$ cat config.mk
export PLATFORM = sky130hd
export DESIGN_NAME = dmem_copy_engine_flat
export DESIGN_NICKNAME = d
export VERILOG_FILES = /design/src/rtl/dmem_copy_engine_if.sv /design/src/rtl/dmem_copy_engine.sv /design/src/flat_wrapper.sv
export SDC_FILE = /design/constraint.sdc
export NUM_CORES = 1
export LEC_CHECK = 0
export CAP_MARGIN = 10
export CELL_PAD_IN_SITES_DETAIL_PLACEMENT = 1
export CELL_PAD_IN_SITES_GLOBAL_PLACEMENT = 1
export CORE_MARGIN = 2
export CORE_UTILIZATION = 29
export CTS_CLUSTER_SIZE = 25
export DETAILED_ROUTE_END_ITERATION = 10
export PLACE_DENSITY = 0.6
export SETUP_SLACK_MARGIN = 0.15
export SLEW_MARGIN = 0
export SYNTH_ARGS = -nofsm -noshare
export SYNTH_HDL_FRONTEND = slang
export SYNTH_SLANG_ARGS = --single-unit
export TNS_END_PERCENT = 1
$ cat constraint.sdc
create_clock -name clk -period 6.6 [get_ports clk]
set_input_delay 1.32 -clock clk [delete_from_list [all_inputs] [get_ports clk]]
set_output_delay 1.32 -clock clk [all_outputs]
set_load 0.02 [all_outputs]
$ cat src/rtl/dmem_copy_engine_if.sv
// Command and dmem bus bundle for dmem_copy_engine.
// master: the copy engine (dmem initiator); slave: control path plus dmem.
interface dmem_copy_engine_if #(
  parameter int unsigned LEN_W = 7
);
  logic             start;
  logic             mode;
  logic [31:0]      src_addr;
  logic [31:0]      dst_addr;
  logic [LEN_W-1:0] len;
  logic [31:0]      fill_val;
  logic             busy;
  logic             done;
  logic             err;
  logic             mem_we;
  logic [31:0]      mem_a;
  logic [31:0]      mem_wd;
  logic [31:0]      mem_rd;

  modport master (
    input  start, mode, src_addr, dst_addr, len, fill_val, mem_rd,
    output busy, done, err, mem_we, mem_a, mem_wd
  );

  modport slave (
    output start, mode, src_addr, dst_addr, len, fill_val, mem_rd,
    input  busy, done, err, mem_we, mem_a, mem_wd
  );
endinterface

$ cat src/rtl/dmem_copy_engine.sv
// Block copy (memmove semantics) / block fill engine driving the single-port dmem.
// All bus-facing outputs are registered and derived from the next state.
module dmem_copy_engine #(
  parameter int unsigned DEPTH = 64,
  parameter int unsigned LEN_W = 7
) (
  input logic                clk,
  input logic                rst_n,
  dmem_copy_engine_if.master bus
);

  localparam logic [2:0] ST_IDLE = 3'd0;
  localparam logic [2:0] ST_RD   = 3'd1;
  localparam logic [2:0] ST_WR   = 3'd2;
  localparam logic [2:0] ST_FILL = 3'd3;
  localparam logic [2:0] ST_DONE = 3'd4;

  localparam logic [32:0] MEM_BYTES = 33'(DEPTH * 4);

  logic [2:0]       state_q, state_d;
  logic [31:0]      src_q, src_d;
  logic [31:0]      dst_q, dst_d;
  logic [31:0]      fill_q, fill_d;
  logic [LEN_W-1:0] idx_q, idx_d;
  logic [LEN_W-1:0] cnt_q, cnt_d;
  logic             desc_q, desc_d;
  logic             err_q, err_d;
  logic             busy_q, done_q;
  logic             we_q, we_d;
  logic [31:0]      a_q, a_d;
  logic [31:0]      wd_q, wd_d;

  logic [32:0]      len_bytes, src_end, dst_end;
  logic             cmd_err, cmd_desc;
  logic [LEN_W-1:0] idx_init, idx_step;

  function automatic logic [31:0] word_off(input logic [LEN_W-1:0] i);
    return 32'(i) << 2;
  endfunction

  // Command checks use 33-bit sums so an end address past 4 GiB cannot wrap into range.
  assign len_bytes = 33'(bus.len) << 2;
  assign src_end   = {1'b0, bus.src_addr} + len_bytes;
  assign dst_end   = {1'b0, bus.dst_addr} + len_bytes;

  assign cmd_err = (|bus.src_addr[1:0]) | (|bus.dst_addr[1:0]) |
                   (33'(bus.len) > 33'(DEPTH)) | (dst_end > MEM_BYTES) |
                   (!bus.mode && (src_end > MEM_BYTES));

  // Copy backwards when the destination starts inside the source window.
  assign cmd_desc = !bus.mode && (bus.src_addr < bus.dst_addr) &&
                    ({1'b0, bus.dst_addr} < src_end);

  assign idx_init = cmd_desc ? bus.len - LEN_W'(1) : '0;
  assign idx_step = desc_q ? idx_q - LEN_W'(1) : idx_q + LEN_W'(1);

  always_comb begin
    state_d = state_q;
    src_d   = src_q;
    dst_d   = dst_q;
    fill_d  = fill_q;
    idx_d   = idx_q;
    cnt_d   = cnt_q;
    desc_d  = desc_q;
    err_d   = err_q;
    we_d    = 1'b0;
    a_d     = '0;
    wd_d    = '0;
    case (state_q)
      ST_IDLE: begin
        if (bus.start) begin
          src_d  = bus.src_addr;
          dst_d  = bus.dst_addr;
          fill_d = bus.fill_val;
          desc_d = cmd_desc;
          idx_d  = idx_init;
          cnt_d  = bus.len;
          err_d  = cmd_err;
          if (cmd_err || (bus.len == '0)) begin
            state_d = ST_DONE;
          end else if (bus.mode) begin
            state_d = ST_FILL;
            we_d    = 1'b1;
            a_d     = bus.dst_addr + word_off(idx_init);
            wd_d    = bus.fill_val;
          end else begin
            state_d = ST_RD;
            a_d     = bus.src_addr + word_off(idx_init);
          end
        end
      end
      ST_RD: begin
        // The write-data register doubles as the copy buffer.
        state_d = ST_WR;
        we_d    = 1'b1;
        a_d     = dst_q + word_off(idx_q);
        wd_d    = bus.mem_rd;
      end
      ST_WR: begin
        if (cnt_q == LEN_W'(1)) begin
          state_d = ST_DONE;
        end else begin
          state_d = ST_RD;
          idx_d   = idx_step;
          cnt_d   = cnt_q - LEN_W'(1);
          a_d     = src_q + word_off(idx_step);
        end
      end
      ST_FILL: begin
        if (cnt_q == LEN_W'(1)) begin
          state_d = ST_DONE;
        end else begin
          idx_d = idx_step;
          cnt_d = cnt_q - LEN_W'(1);
          we_d  = 1'b1;
          a_d   = dst_q + word_off(idx_step);
          wd_d  = fill_q;
        end
      end
      ST_DONE: state_d = ST_IDLE;
      default: state_d = ST_IDLE;
    endcase
  end

  always_ff @(posedge clk) begin
    if (!rst_n) begin
      state_q <= ST_IDLE;
      src_q   <= '0;
      dst_q   <= '0;
      fill_q  <= '0;
      idx_q   <= '0;
      cnt_q   <= '0;
      desc_q  <= 1'b0;
      err_q   <= 1'b0;
      busy_q  <= 1'b0;
      done_q  <= 1'b0;
      we_q    <= 1'b0;
      a_q     <= '0;
      wd_q    <= '0;
    end else begin
      state_q <= state_d;
      src_q   <= src_d;
      dst_q   <= dst_d;
      fill_q  <= fill_d;
      idx_q   <= idx_d;
      cnt_q   <= cnt_d;
      desc_q  <= desc_d;
      err_q   <= err_d;
      busy_q  <= (state_d != ST_IDLE);
      done_q  <= (state_d == ST_DONE);
      we_q    <= we_d;
      a_q     <= a_d;
      wd_q    <= wd_d;
    end
  end

  assign bus.busy   = busy_q;
  assign bus.done   = done_q;
  assign bus.err    = err_q;
  assign bus.mem_we = we_q;
  assign bus.mem_a  = a_q;
  assign bus.mem_wd = wd_q;

endmodule

$ cat src/flat_wrapper.sv
// flat-port wrapper written by rule: the top's interface ports become plain ports
module dmem_copy_engine_flat 
#(
  parameter int unsigned DEPTH = 64,
  parameter int unsigned LEN_W = 7
)
  (clk, rst_n, bus_start, bus_mode, bus_src_addr, bus_dst_addr, bus_len, bus_fill_val, bus_mem_rd, bus_busy, bus_done, bus_err, bus_mem_we, bus_mem_a, bus_mem_wd);
  dmem_copy_engine_if #(.LEN_W(LEN_W)) bus_i ();
  input logic clk;
  input logic rst_n;
  input wire logic [$bits(bus_i.start)-1:0] bus_start;
  input wire logic [$bits(bus_i.mode)-1:0] bus_mode;
  input wire logic [$bits(bus_i.src_addr)-1:0] bus_src_addr;
  input wire logic [$bits(bus_i.dst_addr)-1:0] bus_dst_addr;
  input wire logic [$bits(bus_i.len)-1:0] bus_len;
  input wire logic [$bits(bus_i.fill_val)-1:0] bus_fill_val;
  input wire logic [$bits(bus_i.mem_rd)-1:0] bus_mem_rd;
  output wire logic [$bits(bus_i.busy)-1:0] bus_busy;
  output wire logic [$bits(bus_i.done)-1:0] bus_done;
  output wire logic [$bits(bus_i.err)-1:0] bus_err;
  output wire logic [$bits(bus_i.mem_we)-1:0] bus_mem_we;
  output wire logic [$bits(bus_i.mem_a)-1:0] bus_mem_a;
  output wire logic [$bits(bus_i.mem_wd)-1:0] bus_mem_wd;
  assign bus_i.start = bus_start;
  assign bus_i.mode = bus_mode;
  assign bus_i.src_addr = bus_src_addr;
  assign bus_i.dst_addr = bus_dst_addr;
  assign bus_i.len = bus_len;
  assign bus_i.fill_val = bus_fill_val;
  assign bus_i.mem_rd = bus_mem_rd;
  assign bus_busy = bus_i.busy;
  assign bus_done = bus_i.done;
  assign bus_err = bus_i.err;
  assign bus_mem_we = bus_i.mem_we;
  assign bus_mem_a = bus_i.mem_a;
  assign bus_mem_wd = bus_i.mem_wd;
  dmem_copy_engine #(.DEPTH(DEPTH), .LEN_W(LEN_W)) u_core (.clk(clk), .rst_n(rst_n), .bus(bus_i));
endmodule
==> impl_metrics.ini <==
[run_status]
status = completed

[hold_path]
hold_path.class = reg -> reg
min_delay_path_depth = 2

[clock_network]
path_clk_slew_ps = 70
ctsHtreeMaxLevel = 4
numCtsBuffers = 17
cts-root-buf = clkbuf_16
cts_sinks = 182
clk_latency_ps = 450
cts_tree = built
cts_max_path_buffers = 2

[global_route]
grt_pass1_vias = 13800
grtUsageTotal_pct = 21.8
grt_max_degree = 104
antenna_found_initial = 0
overflow = 0
grt_pass1_wl_mm = 79.1

[placed_design]
portBuffers = 206
hpwl_mm = 39.1
dp_slack_ps = -836
placed_area_um2 = 16100
place_congestion = 0.881

[critical_path]
cp.depth = 27
worstSetupEndpointType = flip-flop
cp.arrival_ps = 6580
cp-start-kind = input port
slowest_stage = a2111oi_0
r2r_cells = 14
cp.required_ps = 6950
path_class = in -> reg
critPathTopFamily = buffers and inverters
path_buf_inv = 17
worst_path_most_repeated_cell = buf_4
cp_max_fo = 9
slowest_delay_ps = 600

[synth]
post-synth-top-count-cell = nand2_1
ys.flop_type = dfxtp_1
syn_area_um2 = 12900
synth_area_per_cell_um2 = 7.78
synth_nets = 1916
syn_inst = 1658
synth_top_cells_by_count = 291 x nand2_1, 182 x dfxtp_1, 112 x ha_1
synth_cell_type_count = 73
synth_top_area_share_pct = 28.2
synth_top_cells_by_area = dfxtp_1 28%, ha_1 11%, nand2_1 8.5%
yosysWarningCount = 0
async_flop_share_pct = 0
ys_seq_elements = 182
synth.largest_area_cell = dfxtp_1
synth_edf_count = 0
ys_seq_area_share_pct = 28.2

[layout]
fillers = 5391
drive_above_1_share_pct = 11.3
multi_input_area_um2 = 8880
n_antenna_cell = 0
fin_nets = 2173
area_growth_pct = 32.1
design_area_um2 = 17000
seq_area_um2 = 3640

[floorplanning]
rows = 77
io_pins = 207
die_w_um = 215
core_area_um2 = 44000
die_h_um = 215
initial_core_util_pct = 29.3
dieArea_um2 = 46200

[timing]
fin_skew_ps = 19.4
layout_setup_ws_ps = 365
hold_slack_ps = 466
final.period_utilization_pct = 94.5
tightest_slew_ps = 991
setup_violations = 0
rsz0062_at_grt = no
maxSlewViolCount = 0
fmax_mhz = 160
fin_crit_ps = 6230
hold_viol = 0
max_slew_margin_pct = 33.9

[power]
p_leak_nw = 6.64
ir_worst_vdd_mv = 0.126
p_per_area_nw_per_um2 = 176

[route]
drtPass1Iterations = 5
wl_mm = 50.4
drcViolationCount = 0
ant_nets = 0
route.vias.total = 13200
viasPerCell = 5.22
first_iter_violations = 661
wl_per_cell_um = 20.0

[run]
cap_violations = 0
-- kinds of logic after synthesis --
family	after synthesis	synth area share, %
DFF	182	28.2
buffers and inverters	150	4.48
adders and majority gates	120	12.0
muxes	19	1.55
and+or+nand+nor	617	22.3
AOI/OAI and AO/OA	478	25.1
xor gates and xnor gates	92	6.25
-- sequential cells by signal (all words and copies together) (netlist names) --
register / cells
u_core.idx_q: 7
u_core.fill_q: 32
u_core.bus.mem_wd: 32
u_core.dst_q: 32
u_core.bus.mem_we: 1
u_core.cnt_q: 7
u_core.desc_q: 1
u_core.bus.busy: 1
u_core.state_q: 3
u_core.bus.done: 1
u_core.bus.mem_a: 32
u_core.src_q: 32
u_core.bus.err: 1
-- per-layer routing --
metal  vias up  track usage [%]  part of all wire, %
met5         -                0                    0
met4         0             6.20                  1.9
met3        51             2.38                  3.2
met2       270             37.0                   47
met1      6390             29.0                   48
li1       6450                -                    -
-- where the power goes --
part	leakage, nW	internal [mW]	switching [mW]	total, mW
clock network	0.284	0.587	0.472	1.06
logic	4.87	0.336	0.411	0.747
registers	1.49	1.15	0.0476	1.20
-- final timing paths --
| path | start | to | slack [ps] |
|---|---|---|---|
| max | bus_src_addr[4] | u_core.bus.mem_a[3]$_SDFF_PN0_ | 370 |
| min | u_core.fill_q[13]$_SDFFE_PN0P_ | u_core.fill_q[13]$_SDFFE_PN0P_ | 470 |
| max reg2reg | u_core.desc_q$_SDFFE_PN0P_ | u_core.bus.mem_a[19]$_SDFF_PN0_ | 2060 |
| min reg2reg | u_core.fill_q[13]$_SDFFE_PN0P_ | u_core.fill_q[13]$_SDFFE_PN0P_ | 470 |
-- worst min-delay path, delay by kind of cell, from the launching register on --
family           cells  cell delay [ps]
AO/OA/AOI/OAI        1               60
flip-flops           1              310
AND/OR/NAND/NOR      1               50
-- layout make-up --
class | count | share of cell area, %
repair buffers | 320 | 17.2
clock buffers | 21 | 2.70
inverters | 68 | 1.50
flip-flops and latches | 182 | 21.4
multi-input cells | 1326 | 52.1
clock inverters | 11 | 0.822
well taps | 592 | 4.34
-- layout by cell type, fill, tap and decap left out, types with 27 or more instances in the layout --
master             n
a21boi_0          96
nor2_1            88
clkdlybuf4s50_1  200
o22ai_1           33
dfxtp_1          182
a21o_1            27
buf_4            112
nand3_1           45
xor2_1            32
a22oi_1           40
inv_1             68
o21ai_0           91
nand4_1           30
a21oi_1           71
xnor2_1           60
nor3_1            38
ha_1             107
nand2_1          291
-- repair_timing --
action / in CTS / in global routing
hold endpoints to repair: 0 / 0
setup endpoints to repair: 4 / 12
resized for setup: 18 / 23
cloned: 0 / 0
pin swaps: 18 / 14
buffers inserted: 17 / 3
hold buffers: 0 / 0
-- metrics by stage --
stage          total power [mW]  setup TNS, ps  std cells  util, %
2_1_floorplan              1.61              0       1658        -
3_3_place_gp               1.92          -2390       2468     36.6
3_5_place_dp               1.94          -3420       2468     36.6
4_1_cts                    3.03              0       2517     38.4
5_1_grt                    3.17              0       2520     38.7
6_report                   3.00              0       2520     38.7
Note: power is estimated with default switching activity, not from simulation.
